[src/rtl/jt900h_muldiv.sv]
// Iterative W-bit divider (restoring, 2W/W) with optional shift-and-add multiplier.
// Define JT900H_MULDIV_MUL_EN to build the multiply datapath; otherwise multiply starts are ignored.
module jt900h_muldiv #(
    parameter int unsigned W = 16
) (
    input  logic           clk,
    input  logic           rst,
    input  logic           cen,
    input  logic           start,
    input  logic           mode,
    input  logic           sign,
    input  logic [2*W-1:0] op0,
    input  logic [W-1:0]   op1,
    output logic           busy,
    output logic           done,
    output logic [W-1:0]   quot,
    output logic [W-1:0]   rem,
    output logic [2*W-1:0] prod,
    output logic           v,
    output logic           dz
);

    localparam int unsigned CW = $clog2(W) + 1;
    localparam logic [W-1:0] HalfRange = {1'b1, {(W-1){1'b0}}};

    typedef enum logic [1:0] {StIdle, StRun, StFix, StEnd} state_t;

    state_t         state_q;
    logic [CW-1:0]  cnt_q;
    logic           sign_q;
    logic           neg_q;
    logic           rneg_q;
    logic           ovf_q;
    logic           dz_q;
    logic           v_q;
    logic [W-1:0]   acc_q;
    logic [W-1:0]   lo_q;
    logic [W-1:0]   dvs_q;
    logic [W-1:0]   op0lo_q;

    logic [2*W-1:0] a_mag;
    logic [W-1:0]   b_mag;
    logic [W:0]     shifted;
    logic [W:0]     diff;
    logic           ge;
    logic           q_ovf;
    logic           mode_ok;

    assign a_mag = (sign && op0[2*W-1]) ? -op0 : op0;
    assign b_mag = (sign && op1[W-1]) ? -op1 : op1;

    // Restoring step: with acc < divisor the borrow bit alone decides the quotient bit.
    assign shifted = {acc_q, lo_q[W-1]};
    assign diff    = shifted - {1'b0, dvs_q};
    assign ge      = !diff[W];

    // Quotient magnitude that does not fit the signed result range.
    assign q_ovf = sign_q && (neg_q ? (lo_q > HalfRange) : lo_q[W-1]);

`ifdef JT900H_MULDIV_MUL_EN
    logic           mode_q;
    logic [W-1:0]   m_mag;
    logic [W:0]     mul_sum;

    assign mode_ok = 1'b1;
    assign m_mag   = (sign && op0[W-1]) ? -op0[W-1:0] : op0[W-1:0];
    assign mul_sum = {1'b0, acc_q} + (lo_q[0] ? {1'b0, dvs_q} : {(W+1){1'b0}});
`else
    assign mode_ok = !mode;
    assign prod    = '0;
`endif

    always_ff @(posedge clk) begin
        if (!rst) begin
            state_q <= StIdle;
            busy    <= 1'b0;
            done    <= 1'b0;
            quot    <= '0;
            rem     <= '0;
            v       <= 1'b0;
            dz      <= 1'b0;
            cnt_q   <= '0;
            sign_q  <= 1'b0;
            neg_q   <= 1'b0;
            rneg_q  <= 1'b0;
            ovf_q   <= 1'b0;
            dz_q    <= 1'b0;
            v_q     <= 1'b0;
            acc_q   <= '0;
            lo_q    <= '0;
            dvs_q   <= '0;
            op0lo_q <= '0;
`ifdef JT900H_MULDIV_MUL_EN
            mode_q  <= 1'b0;
            prod    <= '0;
`endif
        end else if (cen) begin
            done <= 1'b0;
            unique case (state_q)
                StIdle: begin
                    // A start seen alongside the done pulse belongs to the finished operation.
                    if (start && !done && mode_ok) begin
                        state_q <= StRun;
                        busy    <= 1'b1;
                        cnt_q   <= '0;
                        sign_q  <= sign;
                        v_q     <= 1'b0;
                        op0lo_q <= op0[W-1:0];
`ifdef JT900H_MULDIV_MUL_EN
                        mode_q  <= mode;
                        if (mode) begin
                            acc_q  <= '0;
                            lo_q   <= b_mag;
                            dvs_q  <= m_mag;
                            neg_q  <= sign && (op0[W-1] ^ op1[W-1]);
                            rneg_q <= 1'b0;
                            ovf_q  <= 1'b0;
                            dz_q   <= 1'b0;
                        end else begin
`endif
                            acc_q  <= a_mag[2*W-1:W];
                            lo_q   <= a_mag[W-1:0];
                            dvs_q  <= b_mag;
                            neg_q  <= sign && (op0[2*W-1] ^ op1[W-1]);
                            rneg_q <= sign && op0[2*W-1];
                            ovf_q  <= a_mag[2*W-1:W] >= b_mag;
                            dz_q   <= (op1 == '0);
`ifdef JT900H_MULDIV_MUL_EN
                        end
`endif
                    end
                end
                StRun: begin
                    if (dz_q) begin
                        state_q <= StEnd;
                        v_q     <= 1'b1;
                    end else begin
                        cnt_q <= cnt_q + 1'b1;
                        if (cnt_q == CW'(W - 1)) begin
                            state_q <= StFix;
                        end
`ifdef JT900H_MULDIV_MUL_EN
                        if (mode_q) begin
                            acc_q <= mul_sum[W:1];
                            lo_q  <= {mul_sum[0], lo_q[W-1:1]};
                        end else begin
`endif
                            acc_q <= ge ? diff[W-1:0] : shifted[W-1:0];
                            lo_q  <= {lo_q[W-2:0], ge};
`ifdef JT900H_MULDIV_MUL_EN
                        end
`endif
                    end
                end
                StFix: begin
                    state_q <= StEnd;
`ifdef JT900H_MULDIV_MUL_EN
                    if (mode_q) begin
                        if (neg_q) begin
                            {acc_q, lo_q} <= -{acc_q, lo_q};
                        end
                    end else begin
`endif
                        lo_q  <= neg_q ? -lo_q : lo_q;
                        acc_q <= rneg_q ? -acc_q : acc_q;
                        v_q   <= ovf_q || q_ovf;
`ifdef JT900H_MULDIV_MUL_EN
                    end
`endif
                end
                StEnd: begin
                    state_q <= StIdle;
                    busy    <= 1'b0;
                    done    <= 1'b1;
`ifdef JT900H_MULDIV_MUL_EN
                    if (mode_q) begin
                        prod <= {acc_q, lo_q};
                        v    <= 1'b0;
                        dz   <= 1'b0;
                    end else begin
`endif
                        quot <= v_q ? {W{1'b1}} : lo_q;
                        rem  <= v_q ? op0lo_q : acc_q;
                        v    <= v_q;
                        dz   <= dz_q;
`ifdef JT900H_MULDIV_MUL_EN
                    end
`endif
                end
            endcase
        end
    end

endmodule

[config.mk]
export PLATFORM = sky130hd
export DESIGN_NAME = jt900h_muldiv
export DESIGN_NICKNAME = d
export VERILOG_FILES = /design/src/rtl/jt900h_muldiv.sv
export SDC_FILE = /design/constraint.sdc
export NUM_CORES = 1
export LEC_CHECK = 0
export ABC_AREA = 1
export CAP_MARGIN = 0
export CORE_MARGIN = 3
export CORE_UTILIZATION = 49
export CTS_BUF_LIST = sky130_fd_sc_hd__clkbuf_4 sky130_fd_sc_hd__clkbuf_8
export CTS_CLUSTER_DIAMETER = 40
export CTS_CLUSTER_SIZE = 28
export DETAILED_ROUTE_END_ITERATION = 16
export DONT_BUFFER_PORTS = 1
export SYNTH_ARGS = -nofsm -noshare
export SYNTH_HDL_FRONTEND = slang
export SYNTH_SLANG_ARGS = --single-unit
[constraint.sdc]
create_clock -name clk -period 6.9 [get_ports clk]
set_clock_uncertainty 0.2 [all_clocks]
set_input_delay 1.035 -clock clk [delete_from_list [all_inputs] [get_ports clk]]
set_output_delay 1.035 -clock clk [all_outputs]
set_load 0.01 [all_outputs]
==> impl_metrics.prom <==
# TYPE chip_impl_metric gauge
chip_impl_info{name="run_status",value="completed"} 1
chip_impl_metric{name="ff_latch_area",unit="sq um"} 2260
chip_impl_metric{name="power_density_relative_to_cell_area",unit="nW/um^2"} 276
chip_impl_metric{name="worst_ir_drop_vdd",unit="mV"} 0.150
chip_impl_metric{name="insertedDiodeCount",unit=""} 0
chip_impl_metric{name="worst_pin_slew",unit="ns"} 1.08
chip_impl_metric{name="ys_ff_latch",unit=""} 113
chip_impl_metric{name="layout-drive-gt1-share",unit="%"} 7.98
chip_impl_metric{name="remaining_drc_errors",unit=""} 0
chip_impl_metric{name="slew_headroom",unit="%"} 27.7
chip_impl_metric{name="routed_wl",unit="mm"} 27.4
chip_impl_metric{name="cts_max_level",unit=""} 4
chip_impl_metric{name="design.core.area",unit="sq um"} 18100
chip_impl_metric{name="arrival_time_of_the_worst_setup_path",unit="ns"} 3.23
chip_impl_metric{name="detailroute.via_count",unit=""} 9123
chip_impl_info{name="worstSetupStartpointType",value="input port"} 1
chip_impl_metric{name="start_util",unit="%"} 50.3
chip_impl_metric{name="ctsLongestPathBuffers",unit=""} 2
chip_impl_metric{name="critical_path_peak_fanout",unit=""} 35
chip_impl_metric{name="worst_setup_hold_path_clk_slew",unit="ns"} 0.07
chip_impl_metric{name="wire_length_of_the_first_global_routing_pass",unit="mm"} 43.9
chip_impl_metric{name="max-cap-violations",unit=""} 0
chip_impl_metric{name="crit_path_max_incr_delay",unit="ns"} 0.53
chip_impl_metric{name="timing.final.hold_violations",unit=""} 0
chip_impl_metric{name="gp_congestion",unit=""} 0.906
chip_impl_metric{name="post_synth_instance_area",unit="sq um"} 9100
chip_impl_metric{name="area_delta_synth_final",unit="%"} 4.61
chip_impl_info{name="unrepaired_setup_endpoints_after_global_routing",value="no"} 1
chip_impl_metric{name="clk-insertion-delay-late",unit="ns"} 0.44
chip_impl_metric{name="critPathRequiredTime",unit="ns"} 6.99
chip_impl_metric{name="fill_cells",unit=""} 1940
chip_impl_metric{name="io_buffer_count",unit=""} 0
chip_impl_metric{name="slew_violations",unit=""} 0
chip_impl_metric{name="place.detailed.hpwl",unit="mm"} 21.0
chip_impl_info{name="final_cell_mix",value="369 x nand2_1, 216 x inv_1, 120 x a21oi_1"} 1
chip_impl_metric{name="seq_area_frac_synth",unit="%"} 24.9
chip_impl_info{name="timing.critical_path.to_type",value="flop"} 1
chip_impl_metric{name="num_io_pins",unit=""} 122
chip_impl_metric{name="post_cts.repair.setup_buffers",unit=""} 0
chip_impl_info{name="cp_cell_sequence",value="nand2_1, inv_2, o21ai_0, nand3_1, nand2_1, ha_1, nand2_1, inv_1, o21ai_0, nand2_1, a21oi_1, nand3_1, nand2_1, a21oi_1"} 1
chip_impl_metric{name="netlist-cell-type-count",unit=""} 51
chip_impl_metric{name="avgSynthCellArea",unit="sq um"} 6.14
chip_impl_metric{name="die_y",unit="um"} 142
chip_impl_metric{name="placementRows",unit=""} 49
chip_impl_metric{name="setup_viol",unit=""} 0
chip_impl_metric{name="fmaxAchievable",unit="GHz"} 0.318
chip_impl_info{name="critical-path-top-cell-by-count",value="nand2_1"} 1
chip_impl_metric{name="via_per_inst",unit=""} 5.38
chip_impl_info{name="hold_class",value="reg2reg"} 1
chip_impl_metric{name="final_net_count",unit=""} 1552
chip_impl_metric{name="worst_hold_slack",unit="ns"} 0.263
chip_impl_info{name="crit_slowest_cell",value="inv_2"} 1
chip_impl_metric{name="cts_hold_buffers",unit=""} 0
chip_impl_metric{name="die_w",unit="um"} 142
chip_impl_metric{name="synth_cells",unit=""} 1481
chip_impl_metric{name="multiInputGateArea",unit="sq um"} 5590
chip_impl_metric{name="drtAntennaViolNets",unit=""} 0
chip_impl_metric{name="layout_worst_path_cycle_share",unit="%"} 45.6
chip_impl_metric{name="fin_crit",unit="ns"} 3.14
chip_impl_metric{name="clock_sinks",unit=""} 113
chip_impl_metric{name="leak",unit="uW"} 0.00462
chip_impl_metric{name="drt_first_pass_iters",unit=""} 6
chip_impl_metric{name="grt_pass1_vias",unit=""} 8170
chip_impl_info{name="tritoncts_clock_tree",value="yes"} 1
chip_impl_metric{name="grt_start_max_net_pins",unit=""} 79
chip_impl_metric{name="grt-ovfl-total",unit=""} 0
chip_impl_metric{name="floorplan_die_area",unit="sq um"} 20200
chip_impl_metric{name="cts_made_buffers",unit=""} 17
chip_impl_metric{name="drt_first_iter_violations",unit=""} 781
chip_impl_metric{name="final.setup.tns",unit="ns"} 0
chip_impl_info{name="final_common_cell",value="nand2_1"} 1
chip_impl_metric{name="resized_cells_post_cts",unit=""} 0
chip_impl_metric{name="globalRouteTotalUtil",unit="%"} 27.4
chip_impl_metric{name="drt-wirelength-per-cell",unit="um"} 16.1
chip_impl_metric{name="antenna_found_initial",unit=""} 0
chip_impl_info{name="ctsRootBufferMaster",value="clkbuf_8"} 1
chip_impl_metric{name="yosysWarnings",unit=""} 0
chip_impl_info{name="critPathKind",value="in2reg"} 1
==> cells in the mapped netlist (all sizes together) <==
master | n | area [sq um]
a31oi | 10 | 62.6
fa | 1 | 20.0
o32ai | 1 | 8.76
xnor2 | 4 | 35.0
nand3b | 6 | 45.0
buf | 48 | 323
nor4 | 3 | 18.8
a211oi | 2 | 15.0
ha | 42 | 526
or2 | 2 | 12.5
a21oi | 137 | 757
o31ai | 5 | 37.5
inv | 239 | 897
nand2 | 384 | 1520
conb | 1 | 3.75
nand4 | 18 | 125
a22oi | 1 | 7.51
xor2 | 18 | 165
o21ai | 132 | 676
o211ai | 34 | 255
nor3 | 21 | 120
clkinv | 4 | 15.0
dfxtp | 113 | 2260
nor2 | 106 | 430
and2 | 5 | 36.3
o22ai | 1 | 6.26
nor3b | 2 | 15.0
clkbuf | 35 | 131
nand3 | 105 | 566
and3 | 1 | 6.26
==> registers in the layout, summed over array words and instances (netlist names), 2 cells and up <==
register  count
acc_q        16
cnt_q         5
dvs_q        16
lo_q         16
op0lo_q      16
quot         16
rem          16
state_q       2
==> worst max-delay path, delay by kind of cell <==
kind,cells,cell delay [ns]
compound gates,4,0.56
buf+inv,2,0.56
simple gates,7,0.79
fa+ha+maj,1,0.28
==> final timing paths <==
kind / slack, ns / cells after the start / start / end
worst min register to register: 0.26 / 2 / cnt_q[4]$_SDFFE_PN0P_ / cnt_q[4]$_SDFFE_PN0P_
worst max-delay path: 3.76 / 14 / op0[31] / ovf_q$_SDFFE_PN0P_
worst min-delay path: 0.26 / 2 / cnt_q[4]$_SDFFE_PN0P_ / cnt_q[4]$_SDFFE_PN0P_
worst max register to register: 3.82 / 13 / state_q[1]$_SDFFE_PN0P_ / lo_q[11]$_SDFFE_PN0P_
==> area by class of cell <==
type | count | area share, %
Inverter | 243 | 9.59
Clock inverter | 12 | 1.64
Sequential cell | 113 | 23.8
Multi-Input combinational cell | 1073 | 58.8
Clock buffer | 19 | 2.68
Tap cell | 229 | 3.01
Timing Repair Buffer | 7 | 0.552
==> report_power, final <==
| group | leakage [uW] | switching (uW) | internal [uW] |
|---|---|---|---|
| Clock | 0.000198 | 304 | 370 |
| Sequential | 0.000919 | 56.3 | 702 |
| Combinational | 0.00351 | 810 | 380 |
==> through the flow <==
step                instance area (sq um)  instances  setup slack, ns  power (uW)  util [%]
finish                               9520       1696             3.76        2620      52.6
global route                         9520       1696             3.52        2840      52.6
floorplan                            9210       1512             3.77        1700         -
detailed placement                   9100       1665             3.36        1950      50.3
global placement                     9100       1665             3.37        1940      50.3
CTS                                  9520       1696             3.84        2620      52.6
==> kinds of logic (layout without fill, tap and decap cells) <==
kind of cell / Yosys count / count (layout) / share of synthesized area [%]
simple gates: 653 / 653 / 31.8
buf+inv: 326 / 281 / 15.0
compound gates: 323 / 323 / 20.1
flops: 113 / 113 / 24.9
fa+ha+maj: 43 / 43 / 6.00
xor+xnor: 22 / 22 / 2.20
other cells: 1 / 32 / 0.0412
==> layer usage <==
| metal | share of wire (%) | GRT usage, % |
|---|---|---|
| met5 | 0 | 0 |
| met1 | 48 | 40.4 |
| met4 | 1.7 | 7.17 |
| met3 | 8.3 | 6.22 |
| met2 | 42 | 40.3 |
(Power assumes the default switching activity.)
